`config.mk`:
```
export PLATFORM = sky130hd
export DESIGN_NAME = rf_port_arbiter
export DESIGN_NICKNAME = d
export VERILOG_FILES = /design/src/rtl/rf_port_arbiter.sv
export SDC_FILE = /design/constraint.sdc
export NUM_CORES = 1
export LEC_CHECK = 0
export ABC_CLOCK_PERIOD_IN_PS = 4200
export CAP_MARGIN = 10
export CORE_MARGIN = 2
export CORE_UTILIZATION = 45
export CTS_BUF_LIST = sky130_fd_sc_hd__clkbuf_4 sky130_fd_sc_hd__clkbuf_8
export CTS_CLUSTER_SIZE = 14
export DETAILED_ROUTE_END_ITERATION = 10
export PLACE_DENSITY = 0.87
export SETUP_SLACK_MARGIN = 0.3
export SLEW_MARGIN = 5
export SYNTH_ARGS = -nofsm -noshare
export SYNTH_HDL_FRONTEND = slang
export SYNTH_SLANG_ARGS = --single-unit
```
`constraint.sdc`:
```
create_clock -name Clk -period 4.2 [get_ports Clk]
set_input_delay 0.84 -clock Clk [delete_from_list [all_inputs] [get_ports Clk]]
set_output_delay 0.84 -clock Clk [all_outputs]
set_load 0.05 [all_outputs]
```
`src/rtl/rf_port_arbiter.sv`:
```
// Round-robin arbiter granting four requesters access to one register-file read port.
// Optional RF_ZERO_BYPASS_EN: reads of index 0 return zero without using Dout.
module rf_port_arbiter #(
  parameter int unsigned DATA_W = 32
) (
  input  logic              Clk,
  input  logic              Rst_n,
  input  logic [3:0]        Req,
  input  logic [4:0]        Addr0,
  input  logic [4:0]        Addr1,
  input  logic [4:0]        Addr2,
  input  logic [4:0]        Addr3,
  output logic [4:0]        Sel,
  input  logic [DATA_W-1:0] Dout,
  output logic [3:0]        Gnt,
  output logic [3:0]        Rvalid,
  output logic [DATA_W-1:0] Rdata,
  output logic              Busy
);

  localparam logic [1:0] StIdle = 2'd0;
  localparam logic [1:0] StRead = 2'd1;
  localparam logic [1:0] StResp = 2'd2;

  logic [1:0]        state_q, state_d;
  logic [1:0]        ptr_q, ptr_d;
  logic [1:0]        win_q, win_d;
  logic [4:0]        sel_q, sel_d;
  logic [3:0]        gnt_q, gnt_d;
  logic [3:0]        rvalid_q, rvalid_d;
  logic [DATA_W-1:0] rdata_q, rdata_d;
`ifdef RF_ZERO_BYPASS_EN
  logic              zero_q, zero_d;
`endif

  logic [1:0] win_idx;
  logic [4:0] win_addr;

  // Scan from the farthest offset down so the nearest set request to ptr_q wins.
  always_comb begin
    win_idx = ptr_q;
    for (int i = 3; i >= 0; i--) begin
      if (Req[ptr_q + 2'(i)]) win_idx = ptr_q + 2'(i);
    end
  end

  always_comb begin
    unique case (win_idx)
      2'd0:    win_addr = Addr0;
      2'd1:    win_addr = Addr1;
      2'd2:    win_addr = Addr2;
      default: win_addr = Addr3;
    endcase
  end

  always_comb begin
    state_d  = state_q;
    ptr_d    = ptr_q;
    win_d    = win_q;
    sel_d    = sel_q;
    gnt_d    = gnt_q;
    rvalid_d = rvalid_q;
    rdata_d  = rdata_q;
`ifdef RF_ZERO_BYPASS_EN
    zero_d   = zero_q;
`endif
    unique case (state_q)
      StIdle, StResp: begin
        rvalid_d = 4'b0000;
        if (|Req) begin
          state_d = StRead;
          gnt_d   = 4'b0001 << win_idx;
          sel_d   = win_addr;
          win_d   = win_idx;
          ptr_d   = win_idx + 2'd1;
`ifdef RF_ZERO_BYPASS_EN
          zero_d  = (win_addr == 5'd0);
`endif
        end else begin
          state_d = StIdle;
        end
      end
      StRead: begin
        state_d  = StResp;
        gnt_d    = 4'b0000;
        rvalid_d = 4'b0001 << win_q;
`ifdef RF_ZERO_BYPASS_EN
        rdata_d  = zero_q ? '0 : Dout;
`else
        rdata_d  = Dout;
`endif
      end
      default: begin
        state_d  = StIdle;
        gnt_d    = 4'b0000;
        rvalid_d = 4'b0000;
      end
    endcase
  end

  always_ff @(posedge Clk or negedge Rst_n) begin
    if (!Rst_n) begin
      state_q  <= StIdle;
      ptr_q    <= 2'd0;
      win_q    <= 2'd0;
      sel_q    <= 5'd0;
      gnt_q    <= 4'b0000;
      rvalid_q <= 4'b0000;
      rdata_q  <= '0;
`ifdef RF_ZERO_BYPASS_EN
      zero_q   <= 1'b0;
`endif
    end else begin
      state_q  <= state_d;
      ptr_q    <= ptr_d;
      win_q    <= win_d;
      sel_q    <= sel_d;
      gnt_q    <= gnt_d;
      rvalid_q <= rvalid_d;
      rdata_q  <= rdata_d;
`ifdef RF_ZERO_BYPASS_EN
      zero_q   <= zero_d;
`endif
    end
  end

  assign Sel    = sel_q;
  assign Gnt    = gnt_q;
  assign Rvalid = rvalid_q;
  assign Rdata  = rdata_q;
  assign Busy   = (state_q != StIdle);

endmodule
```
**Word-level counts from Yosys, hierarchy flattened**

Cells that the tools add are included.

- Magnitude comparators: 4
- Multiplexer cells: 18
- Shift-type cells: 2
- Add/sub/neg operators: 4
- Reductions and logical operators: 6
- Eq/ne operators: 5

Operators with widths:

| cell | count |
|---|---|
| $pmux W5 S3 | 1 |
| $lt A2 B3 Y1 const B | 4 |
| $mux W4 | 3 |
| $bmux W1 S2 | 4 |
| $mux W2 | 4 |
| $shl A1 B2 Y4 const A | 2 |
| $mux W1 | 5 |
| $add A2 B1 Y2 const B | 2 |
| $add A2 B2 Y2 const B | 2 |
| $eq A2 B1 Y1 const B | 2 |
| $eq A2 B2 Y1 const B | 2 |
| $logic_not A2 Y1 | 2 |
| $pmux W2 S2 | 1 |
| $reduce_or A4 Y1 | 1 |
| $ne A2 B2 Y1 const B | 1 |
| $reduce_and A2 Y1 | 1 |
| $reduce_bool A2 Y1 | 1 |
| $reduce_or A2 Y1 | 1 |

- Word-level logic and storage cells: 46
- Input port bits: 58
- Output and inout bits: 46
- Bits in registers: 51

**Longest topological paths before layout**

- Word-level depth: 10
- Depth in mapped cells: 6
- Mapped depth without buffers: 5

**Worst setup path after synthesis**

OpenSTA, ideal clock, no wires.

- Path type: input to register
- Start point: input port Req[0]
- End point: register sel_q[0] (netlist: Sel[0])
- Stages on the path: 6
- Arrival time: 2103 ps
- Path buffers: 1
- Setup slack: 1953 ps
- Data required time: 4056 ps
- Setup time: 144 ps
- Cell sequence: nor2b_1 o21a_4 or3_1 buf_6 a2111oi_2 a211oi_1

- Cells in the longest elaborated chain, start to end: 8
- Elaborated cells on any way between the ends: 18
- Classes of those cells: 2 x eq/ne; 13 x mux; 3 x reduce/logical

Ends and longest elaborated chain:

| what | RTL line | source |
|---|---|---|
| from (decl) | 8 | `input logic [3:0] Req,` |
| $bmux W1 S2 | 43 | `if (Req[ptr_q + 2'(i)]) win_idx = ptr_q + 2'(i);` |
| $mux W1 (not written as such) | 43 |  |
| $mux W2 (4 in series) | 43 |  |
| $eq A2 B2 Y1, or another cell as far along | 48 | `unique case (win_idx)` |
| $pmux W5 S3 | 48 |  |
| to (signal assigned) | 117 | `sel_q <= sel_d;` |
| to (decl) | 28 | `logic [4:0] sel_q, sel_d;` |

Several ways; a longest one is shown, not always the timed one. The select of a mux whose other input is x is not followed.
A chain may end at the register's enable or synchronous reset.

**Worst setup path in the final report**

- Start point: input port Req[3]
- End point: register sel_q[3] (netlist: Sel[3])

The elaborated chain is that of the path after synthesis.

==> impl_results.md <==
* Reg power frac at between 30 and 40%
* Clk_lat worst skew at 0.30 ns
* Number of hold-slack violations in the final timing report at 0
* Synth top area share at 59.0%
* Predominant post-synthesis flop cell: dfrtp_1
* Number of max-cap violations at 0
* Die width at between 70 and 80 µm
* Post-CTS sizing at 0
* Post-DR wirelength/cell at 16.1 µm
* Comb power frac at about 57%
* Cell-internal power at between 1000 and 1500 µW
* Starting utilization of the core area at between 40 and 50%
* Minimum period implied by the final worst setup slack at roughly 2.7 ns
* Mapped Area at between 2000 and 2500 µm²
* Final critical-path share of the clock period at between 60% and 70%
* Total CTS buffers at 5
* Net switching component of the power at about 1200 µW
* ANT nets after route at 0
* Startpoint Class: primary input
* Post-route DRC at 0
* Combinational family with the most area after synthesis: multiplexers
* Maximum clock insertion buffer count at 2
* Most frequent standard cell in the layout excluding fill and tap cells: clkdlybuf4s50_1
* Fraction of the core area covered by cells at the end of the flow at a little under three quarters
* Power per standard cell area at ~800 nW/µm²
* Number of primary I/O pins at 104
* F_max at between 300 and 400 MHz
* CTS tree: built
* Share of flip-flops with an asynchronous set or reset after synthesis at 100%
* Proportion of layout cells with a drive suffix above 1 at between 10% and 20%
* Clock Power Share at 12.4%
* Setup fix buffers added after clock tree synthesis at 0
* Drt first pass iters at 4
* Number of rows created at floorplan at 25
* Filler cell count in the final layout at ~350
* Final worst clock skew at ~0.0046 ns
* Max-slew violation count at 0
* GRT overflow at 0
* Clock-pin slew on the worst setup and hold paths at 0.08 ns
* FF-to-FF Start: ptr_q[0]
* Adder-cell share of the synthesized area at 0%
* Max IR drop VDD at 0.000365 V
* Overall die area at about 5400 µm²
* CP Max Fanout at 8
* Run status: completed
* Mean area per synthesized cell at 14.0 µm²
* Core Box Area at ~4700 µm²
* ANT cells at 0
* End point of the critical path: Sel[3]
* Total via count after detailed routing at about 1,600
* Register area share after synthesis at slightly below 60%
* Root Buffer Master: clkbuf_8
* Yosys warning count at 0
* Worst hold path type: reg -> reg
* H-Tree Depth at 2
* Unrepaired setup endpoints after global routing: false
* Largest area contributor in the netlist: dfrtp_1
* Average via count per standard cell at between 5 and 6
* Data arrival time of the critical path at approximately 2.9 ns
* Count of nets after finishing at between 300 and 400
* Synth-to-Final Area Change at 54.6%
* Number of antenna violations at the first check in global routing at 0
* Height of the die at 73.3 µm
* Actual transition at the worst max-transition pin at ~0.98 ns
* Routability congestion estimate from global placement at around 0.78
* Syn_nets at 213
* Setup total negative slack at 0 ns
* Leakage Power at 0.00136 µW
* Crit. Startpoint: Req[3]
* Post-synthesis cell count at 155
* Relative slew slack at ~34%
* EDFF count, synth at 0
* Pin count of the biggest net entering global routing at 52
* Number of failing setup endpoints in the final timing report at 0
* Routed wire length at between 5 and 6 mm
* Complex-gate fraction of the synthesized area at about a tenth
* Detailed placement HPWL at 3.74 mm
* Leading cell types in the layout, fill and taps excluded: 102 x clkdlybuf4s50_1, 51 x dfrtp_1, 16 x mux2_1, 16 x mux2_2, 11 x nor2_1
* Wire length of the first global-routing pass at 7.91 mm
* Number of clock sinks seen by CTS at just over 50
* Worst EP required at 4.36 ns
* Number of hold buffers added after cts at 0
* Depth of the most critical reg-to-reg path at 5
* Yosys reg bits at 51
* Unique cell type count in the Yosys netlist at 32
* Area share of and/or/nand/nor cells after synthesis at 10.4%
* Detailed Route Iter0 Violations at slightly above 90
* Crit Path Class: in -> reg
* Via count of the first global-routing pass at approximately 1,600
* Xor/xnor share of the synthesized area at less than 1%
* Endpoint kind of the worst setup timing path: flop
* Most area-consuming cells after synthesis: dfrtp_1 59%, mux2_1 8.3%, mux2_2 8.3%, a2111oi_2 3.5%, mux2i_1 2.3%
* Fraction of power spent switching nets at a little under half
* Mux cell area share after synthesis at 19.0%
* Endpoint of the worst-slack reg-to-reg timing path: Sel[4]
* Port Buf Inserts at approximately 100
* GRT Util Overall at ~20%
* Slack of the worst reg-to-reg path at between 2 and 2.5 ns
-- cell usage after synthesis (all sizes together) (2+ instances only) --
library cell and count:
nor2 11, a21oi 3, mux2i 5, or3 2, a22o 3, o21ai 3
nor2b 4, clkbuf 2, nand2b 2, dfrtp 51, a211oi 6, or2 2
buf 4, nand2 4, nor4b 5, a2111oi 5, mux2 32
-- power by group through the flow --
stage,Sequential (µW),Clock [µW],Combinational [µW]
2_1_floorplan,1450,0,370
3_3_place_gp,810,0,1500
3_5_place_dp,819,0,1520
4_1_cts,810,338,1520
5_1_grt,835,350,1590
6_report,808,329,1510
-- stage by stage --
stage | cells | power, µW | hold WS, ns | worst slack [ns] | cell area, µm²
6_report | 314 | 2650 | 0.487 | 1.51 | 3340
5_1_grt | 314 | 2770 | 0.500 | 1.42 | 3340
4_1_cts | 314 | 2670 | 0.494 | 1.52 | 3340
3_5_place_dp | 307 | 2340 | 0.474 | 1.22 | 3240
3_3_place_gp | 307 | 2310 | 0.467 | 1.32 | 3240
2_1_floorplan | 155 | 1820 | 0.449 | 1.95 | 2160
-- registers in the layout (all words and copies together) (netlist names) --
register  flops
ptr_q         2
Sel           5
Gnt           4
Rvalid        4
win_q         2
state_q       2
Rdata        32
-- kinds of logic (layout without fill, tap and decap cells) --
| family | after synthesis | in the layout |
|---|---|---|
| flip-flops | 51 | 51 |
| buffers and inverters | 7 | 112 |
| XOR/XNOR | 1 | 1 |
| AND/OR/NAND/NOR | 37 | 37 |
| AO/OA/AOI/OAI | 22 | 22 |
| multiplexers | 37 | 37 |
-- critical path: stages --
cell and delay, ns:
clkdlybuf4s50_1 0.58, nor2b_1 0.10, o21a_4 0.26, or3_1 0.53, a2111oi_2 0.45, a211oi_1 0.09
-- area by class of cell --
class | instances | area (µm²) | area share, %
flip-flops and latches | 51 | 1280 | 38.2
repair buffers | 104 | 1030 | 30.9
multi-input cells | 97 | 857 | 25.6
clock buffers | 6 | 76.3 | 2.28
well taps | 54 | 67.6 | 2.02
clock inverters | 1 | 30.0 | 0.898
inverters | 1 | 3.75 | 0.112
-- metal layers --
metal	up-vias	GRT usage (%)	routed length, µm	part of all wire [%]
met4	0	6.46	49	0.97
met5	-	0	0	0
met2	87	31.9	2290	45
met3	6	5.62	521	10
met1	776	25.5	2190	43
li1	776	-	-	-
-- worst min path at each step --
stage | startpoint | endpoint | slack [ns] | depth (start not counted)
4_1_cts | Rdata[31] | Rdata[31] | 0.49 | 1
2_1_floorplan | win_q[0] | Rvalid[2] | 0.45 | 1
3_5_place_dp | Rdata[31] | Rdata[31] | 0.47 | 1
3_3_place_gp | Rdata[7] | Rdata[7] | 0.47 | 1
6_report | Rdata[26] | Rdata[26] | 0.49 | 1
5_1_grt | Rdata[26] | Rdata[26] | 0.50 | 1
Power figures use the tool's default switching activity.
